### src/rtl/power_up_sequencer.sv
// power_up_sequencer
// Brings N_STAGES downstream enables up in order after reset, one every
// GAP_CYCLES clocks, then supervises the application with a heartbeat
// watchdog. A timeout or a soft restart drains the enables highest-first
// and re-runs the bring-up sequence. All outputs come straight from flops.

module power_up_sequencer #(
   parameter int N_STAGES   = 4,
   parameter int GAP_CYCLES = 256,
   parameter int WDT_CYCLES = 4096
) (
   input  logic                clk_i,
   input  logic                rst_i,
   input  logic                heartbeat_i,
   input  logic                soft_restart_i,
   output logic [N_STAGES-1:0] stage_en_o,
   output logic                ready_o,
   output logic                wdt_trip_o,
   output logic [7:0]          trip_count_o
);

   // Counter widths sized to the largest value each counter has to hold
   localparam int GAP_W = $clog2(GAP_CYCLES);
   localparam int WDT_W = $clog2(WDT_CYCLES);
   localparam int IDX_W = (N_STAGES > 1) ? $clog2(N_STAGES) : 1;

   localparam logic [GAP_W-1:0]    GAP_LAST = GAP_W'(GAP_CYCLES - 1);
   localparam logic [WDT_W-1:0]    WDT_LAST = WDT_W'(WDT_CYCLES - 1);
   localparam logic [IDX_W-1:0]    IDX_LAST = IDX_W'(N_STAGES - 1);
   localparam logic [N_STAGES-1:0] EN_ONE   = N_STAGES'(1);
   localparam logic [GAP_W-1:0]    GAP_INC  = GAP_W'(1);
   localparam logic [WDT_W-1:0]    WDT_INC  = WDT_W'(1);
   localparam logic [IDX_W-1:0]    IDX_INC  = IDX_W'(1);

   typedef enum logic [1:0] {
      S_IDLE  = 2'd0,
      S_SEQ   = 2'd1,
      S_RUN   = 2'd2,
      S_DRAIN = 2'd3
   } state_e;

   state_e              state_q, state_d;
   logic [GAP_W-1:0]    gap_q,   gap_d;
   logic [IDX_W-1:0]    idx_q,   idx_d;
   logic [WDT_W-1:0]    wdt_q,   wdt_d;
   logic [N_STAGES-1:0] en_q,    en_d;
   logic                ready_q, ready_d;
   logic                trip_q,  trip_d;
   logic [7:0]          tcnt_q,  tcnt_d;

   // Decoded per-cycle events shared by the next-state and datapath logic
   logic gap_last;
   logic idx_last;
   logic seq_done;
   logic timeout;
   logic drain_done;

   // Event decode
   always_comb begin
      gap_last   = (gap_q == GAP_LAST);
      idx_last   = (idx_q == IDX_LAST);
      // A soft restart on the final gap tick wins: the last stage is not set
      seq_done   = (state_q == S_SEQ) && gap_last && idx_last && !soft_restart_i;
      // A heartbeat on the timeout edge rescues the application
      timeout    = (state_q == S_RUN) && (wdt_q == WDT_LAST) && !heartbeat_i;
      // Thermometer code: shifting right clears the highest set bit, so the
      // drain finishes on the edge where at most bit 0 is still set
      drain_done = (state_q == S_DRAIN) && ((en_q >> 1) == '0);
   end

   // State register and all datapath/output registers
   always_ff @(posedge clk_i) begin
      if (rst_i) begin
         state_q <= S_IDLE;
         gap_q   <= '0;
         idx_q   <= '0;
         wdt_q   <= '0;
         en_q    <= '0;
         ready_q <= 1'b0;
         trip_q  <= 1'b0;
         tcnt_q  <= '0;
      end else begin
         state_q <= state_d;
         gap_q   <= gap_d;
         idx_q   <= idx_d;
         wdt_q   <= wdt_d;
         en_q    <= en_d;
         ready_q <= ready_d;
         trip_q  <= trip_d;
         tcnt_q  <= tcnt_d;
      end
   end

   // Next-state logic
   always_comb begin
      state_d = state_q;
      unique case (state_q)
         S_IDLE: begin
            state_d = S_SEQ;
         end
         S_SEQ: begin
            if (soft_restart_i) begin
               state_d = S_DRAIN;
            end else if (seq_done) begin
               state_d = S_RUN;
            end
         end
         S_RUN: begin
            // Timeout and soft restart both drain; only the timeout trips
            if (timeout || soft_restart_i) begin
               state_d = S_DRAIN;
            end
         end
         S_DRAIN: begin
            if (drain_done) begin
               state_d = S_SEQ;
            end
         end
         default: begin
            state_d = S_IDLE;
         end
      endcase
   end

   // Next values of counters and registered outputs
   always_comb begin
      gap_d   = gap_q;
      idx_d   = idx_q;
      wdt_d   = wdt_q;
      en_d    = en_q;
      ready_d = ready_q;
      trip_d  = 1'b0;
      tcnt_d  = tcnt_q;
      unique case (state_q)
         S_IDLE: begin
            gap_d   = '0;
            idx_d   = '0;
            en_d    = '0;
            ready_d = 1'b0;
         end
         S_SEQ: begin
            if (soft_restart_i) begin
               ready_d = 1'b0;
            end else if (gap_last) begin
               gap_d = '0;
               en_d  = en_q | (EN_ONE << idx_q);
               if (idx_last) begin
                  idx_d   = '0;
                  ready_d = 1'b1;
                  wdt_d   = '0;
               end else begin
                  idx_d = idx_q + IDX_INC;
               end
            end else begin
               gap_d = gap_q + GAP_INC;
            end
         end
         S_RUN: begin
            if (timeout) begin
               trip_d  = 1'b1;
               ready_d = 1'b0;
               wdt_d   = '0;
               if (tcnt_q != 8'hFF) begin
                  tcnt_d = tcnt_q + 8'd1;
               end
            end else begin
               if (heartbeat_i) begin
                  wdt_d = '0;
               end else begin
                  wdt_d = wdt_q + WDT_INC;
               end
               if (soft_restart_i) begin
                  ready_d = 1'b0;
               end
            end
         end
         S_DRAIN: begin
            en_d = en_q >> 1;
            if (drain_done) begin
               gap_d = '0;
               idx_d = '0;
            end
         end
         default: begin
            gap_d   = '0;
            idx_d   = '0;
            en_d    = '0;
            ready_d = 1'b0;
         end
      endcase
   end

   assign stage_en_o   = en_q;
   assign ready_o      = ready_q;
   assign wdt_trip_o   = trip_q;
   assign trip_count_o = tcnt_q;

   // Enables never have gaps (x & (x+1) is zero only for 0..01..1)
   a_thermo: assert property (@(posedge clk_i) disable iff (rst_i)
      ((en_q & (en_q + EN_ONE)) == '0));

   // Ready implies every stage is enabled
   a_ready_full: assert property (@(posedge clk_i) disable iff (rst_i)
      (ready_q |-> (&en_q)));

   // The trip pulse is exactly one cycle wide
   a_trip_pulse: assert property (@(posedge clk_i) disable iff (rst_i)
      (trip_q |=> !trip_q));

endmodule
### config.mk
export PLATFORM = sky130hd
export DESIGN_NAME = power_up_sequencer
export DESIGN_NICKNAME = d
export VERILOG_FILES = /design/src/rtl/power_up_sequencer.sv
export SDC_FILE = /design/constraint.sdc
export NUM_CORES = 1
export LEC_CHECK = 0
export ABC_AREA = 1
export ABC_CLOCK_PERIOD_IN_PS = 1500
export BUFFER_PORTS_ARGS = -buffer_cell sky130_fd_sc_hd__buf_2
export CORE_ASPECT_RATIO = 0.6
export CORE_MARGIN = 1.5
export CORE_UTILIZATION = 53
export CTS_CLUSTER_DIAMETER = 80
export DETAILED_ROUTE_END_ITERATION = 8
export PLACE_DENSITY = 0.84
export SYNTH_ARGS = -nofsm -noshare
export SYNTH_HDL_FRONTEND = slang
export SYNTH_SLANG_ARGS = --single-unit
### constraint.sdc
create_clock -name clk_i -period 1.5 [get_ports clk_i]
set_input_delay 0 -clock clk_i [delete_from_list [all_inputs] [get_ports clk_i]]
set_output_delay 0 -clock clk_i [all_outputs]
set_load 0.005 [all_outputs]
---- Word-level counts from Yosys, hierarchy flattened ----
Index checks and enable logic that the tools add are counted.
operators by class
  add/subtract/negate cells ............... 4
  $mul .................................... 0
  divide/modulo/power cells ............... 0
  $lt $le $gt $ge ......................... 0
  eq/ne operators ......................... 16
  shift-type cells ........................ 1
  muxes and demuxes ....................... 30
  bitwise logic cells ..................... 2
  reduce and logical (&&, ||, !) cells .... 22
operators by type and width
  kind                                           count
  two-way mux 12 bit                             5
  two-way mux 8 bit                              3
  one-hot mux 12 bit (2 select lines)            1
  one-hot mux 8 bit (3 select lines)             1
  adder 8 x 1 -> 8 bit, second input constant    2
  two-way mux 2 bit                              8
  adder 12 x 1 -> 12 bit, second input constant  1
  == test 12 bit, second input constant          1
  inequality test 3 bit, second input constant   4
  one-hot mux 4 bit (3 select lines)             1
  AND reduction 3 bit                            4
  AND reduction 4 bit                            3
  == test 8 bit, second input constant           1
  two-way mux 4 bit                              2
  inequality test 2 bit, second input constant   4
  inequality test 8 bit, second input constant   1
  one-hot mux 2 bit (4 select lines)             1
  == test 2 bit, second input constant           3
  logical AND 1 bit                              6
  two-way mux 1 bit                              6
  one-hot mux 2 bit (3 select lines)             1
  nonzero test 3 bit                             2
  logical NOT 4 bit                              1
  bitwise OR 4 bit                               1
  other kinds (11)                               12
word-level totals
  flip-flop bits (word level) ............. 38
  bits in latches ......................... 0
  bits in writable memories ............... 0
  ROM bits ................................ 0
  input bits .............................. 4
  output and inout port bits .............. 14
  word-level logic and storage cells ...... 83
  memories kept ........................... 0

---- Logic depth before layout (Yosys ltp) ----
Gate-level depths: netlist of the first run.
  depth after elaboration ................. 7
  depth in mapped cells ................... 11
  gate-level depth less buffers ........... 11

---- Worst setup path after synthesis of the first run ----
No wires, ideal clock.
  kind .................................... reg2reg
  start ................................... register state_q[1]
  end ..................................... register wdt_q[2]
  library setup time ...................... 0.117 ns
  arrival ................................. 1.392 ns
  required time ........................... 1.383 ns
  slack ................................... -0.009 ns
  stages on the path, launching flop included .. 11
  buffers on the path ..................... 0
  period minus slack after synthesis ...... 1.509 ns
  cells stage by stage .................... dfxtp_1 > inv_1 > ha_1 > inv_2 > nand2_1 > nand2_2 > inv_2 > a21oi_4 > nand2_1 > nand2_1 > nor2_1
between the ends
  cells in the longest elaborated chain, start to end .. 5
  elaborated cells on any way between the ends .. 11
  classes of those cells .................. eq/ne (5); mux (2); reduce/logical (4)
ends and longest elaborated chain
  what                                 line     RTL
  start: declaration                   42       state_e state_q, state_d;
  start signal: assignment             83       state_q <= state_d;
  == test 2 bit                        65, 134
  logical AND 1 bit (2 in series)      65       timeout = (state_q == S_RUN) && (wdt_q == WDT_LAST) && !heartbeat_i;
  two-way mux 12 bit                   159      if (timeout) begin
  one-hot mux 12 bit (2 select lines)  134      unique case (state_q)
  end signal: assignment               86       wdt_q <= wdt_d;
  end: declaration                     45       logic [WDT_W-1:0] wdt_q, wdt_d;
Parallel ways exist; a longest one is shown, timed or not.
A chain may end at the register's enable or synchronous reset.

---- Worst setup path in the final report of the first run ----
  start ................................... register state_q[0]
  end ..................................... register wdt_q[5]
The elaborated chain is that of the path after synthesis.

==> results of run 1 <==
-- layout make-up --
class / count / area, um^2
repair buffers: 71 / 509
clock buffers: 7 / 76.3
multi-input cells: 240 / 1500
flip-flops and latches: 38 / 773
inverters: 45 / 176
fillers: 205 / 711
well taps: 47 / 58.8
-- synth_stat cells (all sizes together), types with 2 or more instances --
cell | n | area [um^2]
nand2 | 77 | 322
nor2 | 59 | 254
inv | 45 | 169
dfxtp | 38 | 761
nand3 | 32 | 170
a21oi | 15 | 97.6
o21ai | 13 | 65.1
ha | 11 | 138
nor3 | 10 | 50.1
nand4 | 9 | 56.3
a31oi | 2 | 12.5
clkbuf | 2 | 7.51
nor3b | 2 | 15.0
xor2 | 2 | 17.5
-- registers in the layout, summed over array words and instances, names as in the netlist --
| register | cells |
|---|---|
| wdt_q | 12 |
| gap_q | 8 |
| trip_count_o | 8 |
| stage_en_o | 4 |
| idx_q | 2 |
| state_q | 2 |
| ready_o | 1 |
| wdt_trip_o | 1 |
-- cell families (layout without fill, tap and decap cells) --
logic type	count (synthesis)	count (layout)
buffers and inverters	48	123
adders and majority gates	11	11
and+or+nand+nor	190	191
DFF	38	38
xor gates and xnor gates	2	2
AOI/OAI and AO/OA	36	36
-- worst reg2reg max path, stage by stage, from the launching register on --
cell	delay, ps
dfxtp_4	370
buf_6	120
ha_4	180
inv_2	90
nand2_2	90
nand2_4	80
inv_2	40
a21oi_4	190
buf_4	180
nand2_1	50
nand2_1	70
nand2_1	60
nor2_1	130
-- power breakdown --
part | total, mW | switching [mW] | internal [mW]
sequential | 1.23 | 0.100 | 1.13
combinational | 2.27 | 1.27 | 1.00
clock | 0.692 | 0.371 | 0.321
total | 4.19 | 1.74 | 2.45
-- routing by layer --
metal  up-vias  global-route usage, %  routed length (um)
li1       1197                      -                   -
met1      1206                   39.1                3050
met2       223                   44.6                3190
met3        76                   5.98                 888
met4         0                   9.14                 573
met5         -                      0                   0
-- path summary, 6_finish.rpt --
| kind | slack (ps) | startpoint | endpoint | cells after the start |
|---|---|---|---|---|
| max | -200 | state_q[0] | wdt_q[5] | 12 |
| min reg2reg | 490 | stage_en_o[0] | stage_en_o[0] | 2 |
| min | 10 | heartbeat_i | trip_count_o[7] | 4 |
| max reg2reg | -200 | state_q[0] | wdt_q[5] | 12 |
-- cells in the final DEF (no fill, tap or decap), types with 3 or more instances in the layout --
| master | count |
|---|---|
| buf_4 | 49 |
| nor2_1 | 45 |
| ha_4 | 3 |
| nand2_1 | 58 |
| nand2_2 | 11 |
| nor3_1 | 7 |
| a21oi_1 | 10 |
| a21oi_2 | 3 |
| nand2_4 | 9 |
| clkbuf_8 | 5 |
| nand3_1 | 23 |
| dfxtp_2 | 4 |
| buf_2 | 17 |
| nor2_2 | 7 |
| o21ai_1 | 4 |
| inv_1 | 38 |
| inv_2 | 5 |
| dfxtp_1 | 32 |
| ha_2 | 3 |
| o21ai_0 | 7 |
| nand4_1 | 9 |
| nor2_4 | 7 |
| buf_6 | 5 |
| ha_1 | 5 |
| nand3_2 | 7 |
-- stage by stage --
step	total power, mW	cells
final	4.19	448
after global routing	4.38	448
after CTS	3.64	444
after detailed placement	2.81	433
after global placement	2.76	433
after floorplan	2.12	325
-- timing repair --
item                       in CTS  in global routing
setup buffers                   5                  3
setup endpoints to repair      33                 35
resized for setup              24                 57
cloned                          0                  1
pin swaps                      11                 26
==> flow_summary.toml, run 1 <==
[final_layout]
diodes = 0
syn_to_final_growth_pct = 41.2
drive_above_1_share_pct = 37.9
final_core_util_pct = 81.3
nNetsFinal = 416
stdcell_area_um2 = 3100

[timing]
hold_viol = 0
setup_viol = 33
grt_setup_unrepaired = "yes"
relSlewSlack_pct = 72.1
fin_crit_ps = 1700
fin_crit_sh_pct = 114
slew_violations = 0
fin_skew_ps = 8.00
tightest_slew_ps = 415
setup_ws_ps = -204
fmax_mhz = 587
holdWs_ps = 12.9
tns_ps = -2630

[yosys]
syn_avg_cell_area_um2 = 6.75
seq_area_frac_synth_pct = 34.7
synthAdderAreaFrac_pct = 6.27
async_flop_share_pct = 0
netlist_instances = 325
synth_flop_cell = "dfxtp_1"
ys_seq_elements = 38
synthXorXnorAreaFrac_pct = 0.799
synthesis.nets = 340
ys_warn_count = 0
synth_mux_area_share_pct = 0
synth_top_family_by_area = "simple AND/OR/NAND/NOR gates"
synth_area_um2 = 2190
synth_edf_count = 0
synth_compound_area_share_pct = 10.0
synth.distinct_cells = 30
synth-simple-area-share_pct = 39.8

[setup_path]
crit_buf_inv = 4
path_max_fanout = 5
critPathLaunchType = "flip-flop"
worstPathArrival_ps = 1920
end_kind = "flip-flop"
crit_type = "flip-flop to flip-flop"
critPathRequiredTime_ps = 1720
worst_path_most_repeated_cell = "nand2_1"
slowest_stage = "dfxtp_4"
critical_path.top_delay_family = "simple AND/OR/NAND/NOR gates"
path_cells = "buf_6 > ha_4 > inv_2 > nand2_2 > nand2_4 > inv_2 > a21oi_4 > buf_4 > nand2_1 > nand2_1 > nand2_1 > nor2_1"
cpPeakStageDelay_ps = 370

[grt]
grt_antenna_before_repair = 0
grt_pass1_wl_mm = 9.86
grt_pass1_vias = 2152
grt_max_degree = 11
grt_overflow = 0
grt_use_total_pct = 28.4

[die]
fp.dieArea_um2 = 4550
ios = 18
std_cell_rows = 17
start_util_pct = 57.6
die_h_um = 52.8
die_w_um = 86.1
core_area_um2 = 3810

[placement]
dpl.hpwl_mm = 4.22
post-place-ws_ps = -173
place_area_um2 = 2680
gp_congestion = 0.856
portBuffers = 17

[power]
power.density_nw_per_um2 = 1350
peakVddDrop_uv = 826
leakagePower_nw = 1.35

[job]
cap_violations = 0

[clock_tree]
clkTransAtPathRegs_ps = 70
tritoncts = "done"
clockBufferDepth = 2
cts-root-buf = "clkbuf_8"
clock_latency_ps = 290
cts_max_level = 2
hold_buffers = 0
cts_buffers = 5
cts.sinks = 38

[hold_path]
hp-class = "input port to flip-flop"

[route]
drt-total-wl_mm = 7.70
vias = 2702
drtIter0Drc = 309
drtPass1Iterations = 6
drc = 0
wl_per_cell_um = 17.2
ant_nets = 0
routed_via_density = 6.03

[outcome]
outcome = "finished with violations"
violations = "setup timing"
Note: power is estimated with default switching activity, not from simulation.
==> run 2: changes to the inputs <==
- ABC_AREA: 1 -> not set
==> flow_summary.toml, run 2 <==
[setup_path]
crit_buf_inv = 0
path_cells = "nand3b_1 > o41ai_4 > nor2_1 > or3_1 > a221oi_2"
critPathRequiredTime_ps = 1710
critical_path.top_delay_family = "compound AO/OA/AOI/OAI gates"
critPathLaunchType = "flip-flop"
slowest_stage = "o41ai_4"
worstPathArrival_ps = 2130
end_kind = "flip-flop"
cpPeakStageDelay_ps = 480
crit_type = "flip-flop to flip-flop"
path_max_fanout = 3

[timing]
fin_skew_ps = 11.6
holdWs_ps = 140
fin_crit_sh_pct = 128
relSlewSlack_pct = 64.1
setup_viol = 38
tightest_slew_ps = 538
hold_viol = 0
fin_crit_ps = 1930
fmax_mhz = 519
setup_ws_ps = -425
grt_setup_unrepaired = "yes"
slew_violations = 0

[route]
vias = 2476
drt-total-wl_mm = 9.15
drtPass1Iterations = 6
ant_nets = 0
drc = 0
routed_via_density = 6.69
drtIter0Drc = 400
wl_per_cell_um = 24.7

[clock_tree]
tritoncts = "done"
cts_buffers = 5
cts.sinks = 38
cts-root-buf = "clkbuf_8"
clockBufferDepth = 2
cts_max_level = 2
clock_latency_ps = 320
clkTransAtPathRegs_ps = 80
hold_buffers = 0

[die]
die_h_um = 50.9
start_util_pct = 55.5
ios = 18
die_w_um = 82.9
fp.dieArea_um2 = 4220
core_area_um2 = 3660
std_cell_rows = 17

[placement]
portBuffers = 17
post-place-ws_ps = -199
gp_congestion = 0.876
dpl.hpwl_mm = 3.95
place_area_um2 = 2700

[final_layout]
fillerInstances = 142
syn_to_final_growth_pct = 58.6
largest_reg_flops = 12
layout_common_cells = "64 x buf_4, 24 x nor2_1, 23 x dfxtp_1, 19 x nand2_1, 17 x buf_2"
final_core_util_pct = 88.0
nNetsFinal = 337
stdcell_area_um2 = 3220
top_register = "wdt_q"
diodes = 0
seq_area_um2 = 792
multi_input_area_um2 = 1520
layout.cells.most_common = "buf_4"
drive_above_1_share_pct = 53.6

[yosys]
yosysMostFrequentCell = "dfxtp_1"
netlist_instances = 228
synth_edf_count = 0
seq_area_frac_synth_pct = 37.5
yosysTopAreaCell = "dfxtp_1"
synth_top_area_share_pct = 37.5
syn_avg_cell_area_um2 = 8.90
synth_area_um2 = 2030
async_flop_share_pct = 0
ys_seq_elements = 38
synthesis.nets = 243
yosys-top-cells-count = "38 x dfxtp_1, 29 x nor2_1, 21 x nand2_1"
synth_flop_cell = "dfxtp_1"
synth.distinct_cells = 48
synth_top_cells_by_area = "dfxtp_1 37%, ha_1 6.8%, xor2_1 6.0%"
ys_warn_count = 0

[outcome]
outcome = "finished with violations"
violations = "setup timing"

[grt]
grt_overflow = 0
grt_use_total_pct = 34.3
grt_pass1_wl_mm = 11.1
grt_max_degree = 25
grt_antenna_before_repair = 0
grt_pass1_vias = 2106

[power]
power.density_nw_per_um2 = 1170
finalPower_mw = 3.77
leakagePower_nw = 1.37
peakVddDrop_uv = 1240

[job]
cap_violations = 0

[hold_path]
hp-class = "input port to flip-flop"
run 2: per-layer routing:
| layer | GRT usage [%] | vias to the layer above | wire length (um) |
|---|---|---|---|
| li1 | - | 997 | - |
| met5 | 0 | - | 0 |
| met2 | 53.8 | 269 | 3660 |
| met1 | 43.4 | 1107 | 3390 |
| met4 | 15.6 | 0 | 809 |
| met3 | 11.3 | 103 | 1290 |
run 2: logic make-up after synthesis:
| logic type | synth area share (%) |
|---|---|
| mux | 1.54 |
| buf+inv | 3.14 |
| compound gates | 15.9 |
| flops | 37.5 |
| simple gates | 27.4 |
| fa+ha+maj | 6.78 |
| xor+xnor | 7.77 |
run 2: stage by stage:
stage	instances	setup TNS, ps
final	370	-9710
after global routing	370	-11310
after CTS	362	-3090
after detailed placement	343	-5110
after global placement	343	-2330
after floorplan	228	-1830
run 2: path summary, 6_finish.rpt:
path,start,endpoint,slack [ps],cells past startpoint
setup / recovery,wdt_q[11],ready_o,-430,5
hold / removal,rst_i,trip_count_o[3],140,2
setup reg to reg,wdt_q[11],ready_o,-430,5
hold reg to reg,state_q[0],state_q[0],570,2
run 2: layout make-up:
cell class,count,share of cell area [%]
multi-input combinational,174,47.2
clock inverter,1,0.156
timing repair buffer,94,22.4
inverter,9,1.13
clock buffer,7,2.68
tap,47,1.83
sequential,38,24.6
run 2: power by group:
group / switching, mW / total (mW) / internal [mW]
Combinational: 0.924 / 1.77 / 0.849
Sequential: 0.101 / 1.21 / 1.11
Clock: 0.418 / 0.790 / 0.372
run 2: timing repair:
action | CTS | global route
pin swaps | 30 | 21
cloned | 1 | 0
setup buffers | 10 | 9
resized for setup | 30 | 35
hold endpoints to repair | 0 | 0
endpoints found under the setup margin | 37 | 37
